$ cat config.mk
export PLATFORM = sky130hd
export DESIGN_NAME = mem_port_arbiter
export DESIGN_NICKNAME = d
export VERILOG_FILES = /design/src/rtl/mem_port_arbiter.sv
export SDC_FILE = /design/constraint.sdc
export NUM_CORES = 1
export LEC_CHECK = 0
export CAP_MARGIN = 20
export CORE_ASPECT_RATIO = 0.6
export CORE_UTILIZATION = 41
export CTS_CLUSTER_SIZE = 28
export DETAILED_ROUTE_END_ITERATION = 16
export GPL_ROUTABILITY_DRIVEN = 0
export PLACE_DENSITY = 0.81
export RECOVER_POWER = 100
export REMOVE_ABC_BUFFERS = 1
export SKIP_LAST_GASP = 1
export SYNTH_ARGS = -nofsm -noshare
export SYNTH_HDL_FRONTEND = slang
export SYNTH_SLANG_ARGS = --single-unit
$ cat constraint.sdc
create_clock -name clk -period 2.9 [get_ports clk]
set_input_delay 0.58 -clock clk [delete_from_list [all_inputs] [get_ports clk]]
set_output_delay 0.58 -clock clk [all_outputs]
set_load 0.01 [all_outputs]
$ cat src/rtl/mem_port_arbiter.sv
// mem_port_arbiter
// Serializes the PCI host path, the user/compute path and the completion-flag
// writer onto one board memory port, and routes read data back to its owner.
//
// Optional feature: define MEM_ARB_TIMEOUT_EN to add a read-wait watchdog.
// When it fires, the read returns 32'hDEAD_BEEF and rd_err pulses alongside
// rvalid. Without the macro, a read waits indefinitely and rd_err is tied 0.
//
// Handshake: a requester raises req with wr/addr/wdata and holds all of them
// stable until it sees its one-cycle gnt pulse (flag_ack for the flag writer).
// Requests are only looked at while the FSM is in IDLE. Memory reads use
// mem_rd_req held high until the first cycle mem_rd_ready is seen. The data
// is taken on that edge, and mem_rd_ready is ignored at any other time.
// Read data is handed back with a one-cycle rvalid pulse on the owning path.

module mem_port_arbiter #(
    parameter int                ADDR_W    = 21,
    parameter int                DATA_W    = 32,
    parameter logic [ADDR_W-1:0] FLAG_ADDR = 21'h07FFFE,
    parameter int                MAX_BURST = 16,
    parameter int                TIMEOUT   = 1024
) (
    input  logic              clk,
    input  logic              rst,

    input  logic              h_req,
    input  logic              h_wr,
    input  logic [ADDR_W-1:0] h_addr,
    input  logic [DATA_W-1:0] h_wdata,
    output logic              h_gnt,
    output logic              h_rvalid,
    output logic [DATA_W-1:0] h_rdata,

    input  logic              u_req,
    input  logic              u_wr,
    input  logic [ADDR_W-1:0] u_addr,
    input  logic [DATA_W-1:0] u_wdata,
    output logic              u_gnt,
    output logic              u_rvalid,
    output logic [DATA_W-1:0] u_rdata,

    input  logic              flag_req,
    input  logic [DATA_W-1:0] flag_wdata,
    output logic              flag_ack,

    output logic              mem_rd_req,
    output logic              mem_wr_en,
    output logic [ADDR_W-1:0] mem_addr,
    output logic [DATA_W-1:0] mem_wdata,
    input  logic              mem_rd_ready,
    input  logic [DATA_W-1:0] mem_rd_data,

    output logic              rd_err,
    output logic [1:0]        dbg_state
);

    typedef enum logic [1:0] {
        IDLE = 2'd0,
        WR   = 2'd1,
        RD   = 2'd2,
        RET  = 2'd3
    } state_t;

    localparam logic [7:0] MAX_B = 8'(MAX_BURST);

    state_t            state;
    logic              owner_u;     // 1 = user path owns the burst, 0 = host
    logic [7:0]        burst;       // consecutive grants given to owner
    logic              rd_u;        // outstanding read belongs to user path

    logic              pick_u;
    logic              owner_nxt;
    logic [7:0]        burst_nxt;
    logic              sel_wr;
    logic [ADDR_W-1:0] sel_addr;
    logic [DATA_W-1:0] sel_wdata;

`ifdef MEM_ARB_TIMEOUT_EN
    localparam int                CNT_W    = (TIMEOUT > 1) ? $clog2(TIMEOUT) : 1;
    localparam logic [CNT_W-1:0]  CNT_LAST = CNT_W'(TIMEOUT - 1);
    localparam logic [DATA_W-1:0] ERR_WORD = DATA_W'(32'hDEAD_BEEF);

    logic [CNT_W-1:0] rd_cnt;
`else
    assign rd_err = 1'b0;
`endif

    assign dbg_state = state;

    // Owner/burst arbitration between host and user, plus next owner/burst.
    always_comb begin
        pick_u = u_req;
        if (h_req && u_req) begin
            pick_u = (burst < MAX_B) ? owner_u : ~owner_u;
        end

        owner_nxt = owner_u;
        burst_nxt = burst;
        if (pick_u == owner_u) begin
            burst_nxt = (burst >= MAX_B) ? MAX_B : burst + 8'd1;
        end else begin
            owner_nxt = pick_u;
            burst_nxt = 8'd1;
        end

        sel_wr    = pick_u ? u_wr    : h_wr;
        sel_addr  = pick_u ? u_addr  : h_addr;
        sel_wdata = pick_u ? u_wdata : h_wdata;
    end

    // Arbiter FSM with registered command, grant and read-return outputs.
    always_ff @(posedge clk) begin
        if (rst) begin
            state      <= IDLE;
            owner_u    <= 1'b0;
            burst      <= 8'd0;
            rd_u       <= 1'b0;
            h_gnt      <= 1'b0;
            u_gnt      <= 1'b0;
            flag_ack   <= 1'b0;
            h_rvalid   <= 1'b0;
            u_rvalid   <= 1'b0;
            mem_rd_req <= 1'b0;
            mem_wr_en  <= 1'b0;
            mem_addr   <= '0;
            mem_wdata  <= '0;
            h_rdata    <= '0;
            u_rdata    <= '0;
`ifdef MEM_ARB_TIMEOUT_EN
            rd_cnt     <= '0;
            rd_err     <= 1'b0;
`endif
        end else begin
            // Pulse outputs default low; the state actions below raise them.
            h_gnt     <= 1'b0;
            u_gnt     <= 1'b0;
            flag_ack  <= 1'b0;
            h_rvalid  <= 1'b0;
            u_rvalid  <= 1'b0;
            mem_wr_en <= 1'b0;
`ifdef MEM_ARB_TIMEOUT_EN
            rd_err    <= 1'b0;
`endif

            case (state)
                IDLE: begin
                    if (flag_req) begin
                        // Flag writes win but leave owner/burst untouched.
                        state     <= WR;
                        mem_wr_en <= 1'b1;
                        flag_ack  <= 1'b1;
                        mem_addr  <= FLAG_ADDR;
                        mem_wdata <= flag_wdata;
                    end else if (h_req || u_req) begin
                        owner_u   <= owner_nxt;
                        burst     <= burst_nxt;
                        mem_addr  <= sel_addr;
                        mem_wdata <= sel_wdata;
                        h_gnt     <= ~pick_u;
                        u_gnt     <= pick_u;
                        if (sel_wr) begin
                            state     <= WR;
                            mem_wr_en <= 1'b1;
                        end else begin
                            state      <= RD;
                            mem_rd_req <= 1'b1;
                            rd_u       <= pick_u;
`ifdef MEM_ARB_TIMEOUT_EN
                            rd_cnt     <= '0;
`endif
                        end
                    end
                end

                WR: begin
                    state <= IDLE;
                end

                RD: begin
                    if (mem_rd_ready) begin
                        mem_rd_req <= 1'b0;
                        state      <= RET;
                        if (rd_u) begin
                            u_rdata  <= mem_rd_data;
                            u_rvalid <= 1'b1;
                        end else begin
                            h_rdata  <= mem_rd_data;
                            h_rvalid <= 1'b1;
                        end
                    end
`ifdef MEM_ARB_TIMEOUT_EN
                    else if (rd_cnt == CNT_LAST) begin
                        // Memory never answered: return a poison word.
                        mem_rd_req <= 1'b0;
                        state      <= RET;
                        rd_err     <= 1'b1;
                        if (rd_u) begin
                            u_rdata  <= ERR_WORD;
                            u_rvalid <= 1'b1;
                        end else begin
                            h_rdata  <= ERR_WORD;
                            h_rvalid <= 1'b1;
                        end
                    end else begin
                        rd_cnt <= rd_cnt + CNT_W'(1);
                    end
`endif
                end

                RET: begin
                    state <= IDLE;
                end

                default: begin
                    state <= IDLE;
                end
            endcase
        end
    end

endmodule
== Word level (Yosys, flattened, before mapping) ==
Index checks and enable logic that the tools add are counted.

* Add/sub/neg operators: 1
* Order comparisons: 2
* Equal/unequal tests: 9
* Mux-type cells: 27
* Bitwise gates (word level): 10
* Reduce and logical (&&, ||, !) cells: 17

{| class="wikitable"
|+ Operators by type and width
! operator !! number
|-
| $mux W32 || 3
|-
| $mux W21 || 3
|-
| $mux W8 || 2
|-
| $mux W1 || 13
|-
| $not A1 Y1 || 10
|-
| $reduce_and A3 Y1 || 3
|-
| $add A8 B1 Y8 const B || 1
|-
| $ge A8 B5 Y1 const B || 1
|-
| $lt A8 B5 Y1 const B || 1
|-
| $mux W2 || 4
|-
| $ne A2 B2 Y1 const B || 4
|-
| $reduce_and A4 Y1 || 2
|-
| $pmux W2 S3 || 1
|-
| $reduce_and A5 Y1 || 1
|-
| $eq A2 B2 Y1 const B || 2
|-
| $reduce_and A2 Y1 || 2
|-
| $reduce_bool A2 Y1 || 2
|-
| $reduce_or A2 Y1 || 2
|-
| $reduce_or A4 Y1 || 1
|-
| $ne A3 B3 Y1 const B || 1
|-
| $reduce_or A3 Y1 || 1
|-
| $eq A2 B1 Y1 const B || 1
|-
| $logic_not A2 Y1 || 1
|-
| $pmux W1 S2 || 1
|-
| 3 further kinds || 3
|}

* Bits in registers: 136
* Input port bits: 178
* Output and inout port bits: 127
* Logic and storage cells: 81

== Logic depth before layout (Yosys ltp) ==
* Depth after elaboration: 8
* Mapped depth: 7
* Mapped depth without buffers: 4

== Worst setup path after synthesis ==
No wires, ideal clock.

* Path type: flip-flop to flip-flop
* Start point: register burst[7]
* End point: register mem_wdata[18]
* Setup time: 125 ps
* Arrival time: 1,871 ps
* Required time: 2,775 ps
* Setup slack: 904 ps
* Cell stages (with the launch flop): 6
* Buffers on the path: 1
* Clock period less this slack: 1,996 ps
* Path through: dfxtp_1 nor4_4 mux2i_1 clkbuf_1 a21boi_0 o41a_1

* Longest elaborated chain between the ends: 6

{| class="wikitable"
|+ RTL lines
! item !! RTL line !! source
|-
| start: declaration || 68 || <nowiki>logic [7:0] burst;</nowiki>
|-
| start signal: assignment || 156 || <nowiki>burst <= burst_nxt;</nowiki>
|-
| $lt A8 B5 Y1 || 94 || <nowiki>pick_u = (burst < MAX_B) ? owner_u : ~owner_u;</nowiki>
|-
| $mux W1 || 94 ||
|-
| $mux W1 || 93 || <nowiki>if (h_req && u_req) begin</nowiki>
|-
| $mux W32 || 108 || <nowiki>sel_wdata = pick_u ? u_wdata : h_wdata;</nowiki>
|-
| $mux W32 || 154 || <nowiki>end else if (h_req || u_req) begin</nowiki>
|-
| $mux W32 || 147 || <nowiki>if (flag_req) begin</nowiki>
|-
| end signal: assignment || 153 || <nowiki>mem_wdata <= flag_wdata;</nowiki>
|-
| end signal: assignment || 158 || <nowiki>mem_wdata <= sel_wdata;</nowiki>
|-
| end: declaration || 49 || <nowiki>output logic [DATA_W-1:0] mem_wdata,</nowiki>
|}

No other way between the ends. The select of a mux whose other input is x is not followed.
A chain may end at the register's enable or synchronous reset.

== Final worst setup path ==
* Start point: input port h_req
* End point: register rd_u

* Longest elaborated chain between the ends: 5
* Elaborated cells on any way between the ends: 6
* Those cells by class: 2 x mux; 1 x bitwise; 3 x reduce/logical

{| class="wikitable"
|+ RTL lines
! item !! RTL line !! source
|-
| start: declaration || 26 || <nowiki>input logic h_req,</nowiki>
|-
| $logic_and A1 B1 Y1 || 93 ||
|-
| $mux W1 || 93 ||
|-
| $mux W1 || 106 || <nowiki>sel_wr = pick_u ? u_wr : h_wr;</nowiki>
|-
| $not A1 Y1 (no line) || - ||
|-
| $reduce_and A4 Y1 (no line) || - ||
|-
| end signal: assignment || 167 || <nowiki>rd_u <= pick_u;</nowiki>
|-
| end: declaration || 69 || <nowiki>logic rd_u;</nowiki>
|}

Parallel ways exist; a longest one is shown, timed or not.

==> results.json <==
{
  "cts.path.max_buffers": 2,
  "endpoint_kind": "flop",
  "num_antenna_cells": 0,
  "initial_core_util_pct": 43.1,
  "finalSetupViolCount": 0,
  "hold_violations": 0,
  "grt_usage_pct": 27.0,
  "die_w_um": 163,
  "slowest_delay_ns": 0.66,
  "htreeDepth": 4,
  "hpwlAfterDp_mm": 15.4,
  "rsz0062_at_grt": "false",
  "final_cell_mix": "172 x clkdlybuf4s50_1, 144 x nand2_1, 136 x dfxtp_1",
  "path_clk_slew_ns": 0.06,
  "critical_path_class": "in -> reg",
  "drt_wl_total_mm": 22.0,
  "cts_root_buffer": "clkbuf_16",
  "outcome": "finished clean",
  "die_area_mm2": 0.0162,
  "grt_overflow": 0,
  "crit_buf_inv": 1,
  "grt_pass1_vias": 6679,
  "post-route-cell-area_mm2": 0.0101,
  "p_leak_nw": 3.99,
  "drtIter0Drc": 535,
  "max_freq_mhz": 401,
  "synth-edff-count": 0,
  "post-route-period-util_pct": 86.0,
  "crit_cells": 5,
  "nNetsFinal": 1247,
  "finClkSkew_ns": 0.0164,
  "peakVddDrop_mv": 0.369,
  "cpMaxStageDelayCell": "dlygate4sd3_1",
  "ant_nets": 0,
  "cp.required_ns": 3.20,
  "layout_commonest_cell": "clkdlybuf4s50_1",
  "ys_ff_latch": 136,
  "die_y_um": 98.9,
  "syn_area_per_cell_um2": 7.93,
  "io_pins": 305,
  "wl_per_cell_um": 17.2,
  "relSlewSlack_pct": 9.40,
  "cts_hold_buf": 0,
  "tightestPinTransition_ns": 1.36,
  "ff2ff_path_depth": 4,
  "synth_area_mm2": 0.00641,
  "cts_tree": "built",
  "critPathMaxFanout": 22,
  "cts_setup_buffers": 0,
  "cp-start-kind": "primary input",
  "worstHoldPathType": "reg -> reg",
  "worstPathArrival_ns": 2.79,
  "core_mm2": 0.0149,
  "async_flop_share_pct": 0,
  "numClockSinks": 136,
  "io_buffers": 303,
  "numCtsBuffers": 17,
  "synth_flop_cell": "dfxtp_1",
  "placed_cell_area_mm2": 0.00956,
  "min_period_ns": 2.49,
  "synthCells": 808,
  "powerDensity_mw_per_mm2": 528,
  "drc_errors": 0,
  "clk_latency_ns": 0.41,
  "vias": 6884,
  "num_rows": 34,
  "ctsResizeCount": 0,
  "synth-seq-area-share_pct": 42.5,
  "power_w": 0.00536,
  "fillers": 1279,
  "first_pass_iters": 5,
  "antenna_found_initial": 0,
  "ys_warn_count": 0,
  "maxCapViolations": 0,
  "synthToLayoutAreaGrowth_pct": 58.2,
  "drv_slew": 0,
  "grt_start_max_net_pins": 84,
  "vias_per_cell": 5.39,
  "layout-drive-gt1-share_pct": 5.37,
  "path_cells": "dlygate4sd3_1 > and2_1 > mux2_1 > o32a_1 > a31o_2",
  "utilization_pct": 68.1,
  "crit_family": "compound AO/OA/AOI/OAI gates",
  "worstHoldPathCells": 2,
  "grt_pass1_wl_mm": 34.6,
  "synth.distinct_cells": 44
}
-- tightest hold or removal path: stages, from the launching register on --
cell and delay [ns]:
dfxtp_1 0.30, nand2_1 0.05, a21oi_1 0.05
-- power by group --
part,total (W),switching (W),internal (W)
clock network,0.00218,0.000886,0.00129
registers,0.00207,0.0000782,0.00199
logic,0.00111,0.000528,0.000586
-- state kept, by name, summed over array words and instances (netlist names) --
signal,flops
mem_wdata,32
mem_wr_en,1
u_rdata,32
h_rdata,32
u_gnt,1
h_rvalid,1
burst,8
h_gnt,1
rd_u,1
dbg_state,2
u_rvalid,1
flag_ack,1
owner_u,1
mem_rd_req,1
mem_addr,21
-- worst paths after layout --
kind | start | to | slack, ns
hold / removal | u_rdata[10] | u_rdata[10] | 0.45
hold reg to reg | u_rdata[10] | u_rdata[10] | 0.45
setup / recovery | h_req | rd_u | 0.41
setup reg to reg | burst[7] | rd_u | 0.60
-- synth_stat cells, types with 2 or more instances --
library cell / n / area (um2)
a21boi_0: 32 / 240
a21oi_1: 101 / 505
a311oi_1: 18 / 158
a31oi_1: 2 / 12.5
and2_1: 2 / 12.5
and3_1: 37 / 231
buf_1: 2 / 7.51
buf_2: 4 / 20.0
clkbuf_1: 73 / 274
dfxtp_1: 136 / 2720
ha_1: 2 / 25.0
inv_1: 8 / 30.0
mux2i_1: 2 / 20.0
nand2_1: 144 / 541
nand2b_1: 4 / 25.0
nand3_1: 23 / 115
nand4_1: 4 / 25.0
nor2_1: 33 / 124
nor2b_1: 33 / 206
nor3_1: 35 / 175
nor3b_1: 32 / 240
o211ai_1: 5 / 37.5
o21ai_0: 21 / 105
o41a_1: 32 / 360
or2_2: 3 / 18.8
xor2_1: 2 / 17.5
-- layout make-up --
cell class | instances | area (um2) | share of cell area, %
inverters | 8 | 30.0 | 0.296
clock buffers | 18 | 429 | 4.23
clock inverters | 14 | 163 | 1.60
well taps | 198 | 248 | 2.44
multi-input cells | 584 | 3370 | 33.2
flip-flops and latches | 136 | 2720 | 26.8
repair buffers | 320 | 3180 | 31.4
-- kinds of logic after synthesis --
group | synth area share [%]
muxes | 0.488
other | 0.0585
DFF | 42.5
buffers and inverters | 5.29
adders and majority gates | 0.390
xor gates and xnor gates | 0.273
and+or+nand+nor | 27.5
AOI/OAI and AO/OA | 23.5
-- per-stage QoR --
step           setup WS, ns  setup TNS, ns  std cells  hold slack [ns]
6_report              0.406              0       1278            0.447
5_1_grt               0.295              0       1278            0.462
3_5_place_dp          0.274              0       1246            0.446
2_1_floorplan         -1.41         -70.73        728            0.462
3_3_place_gp          0.356              0       1246            0.441
4_1_cts               0.702              0       1278            0.455
-- metal layers --
metal	vias up	wire length (um)	global-route usage, %
li1	3387	-	-
met1	3176	9810	35.5
met2	284	9880	42.5
met3	37	1790	6.94
met4	0	481	9.99
met5	-	0	0
(Power assumes the default switching activity.)
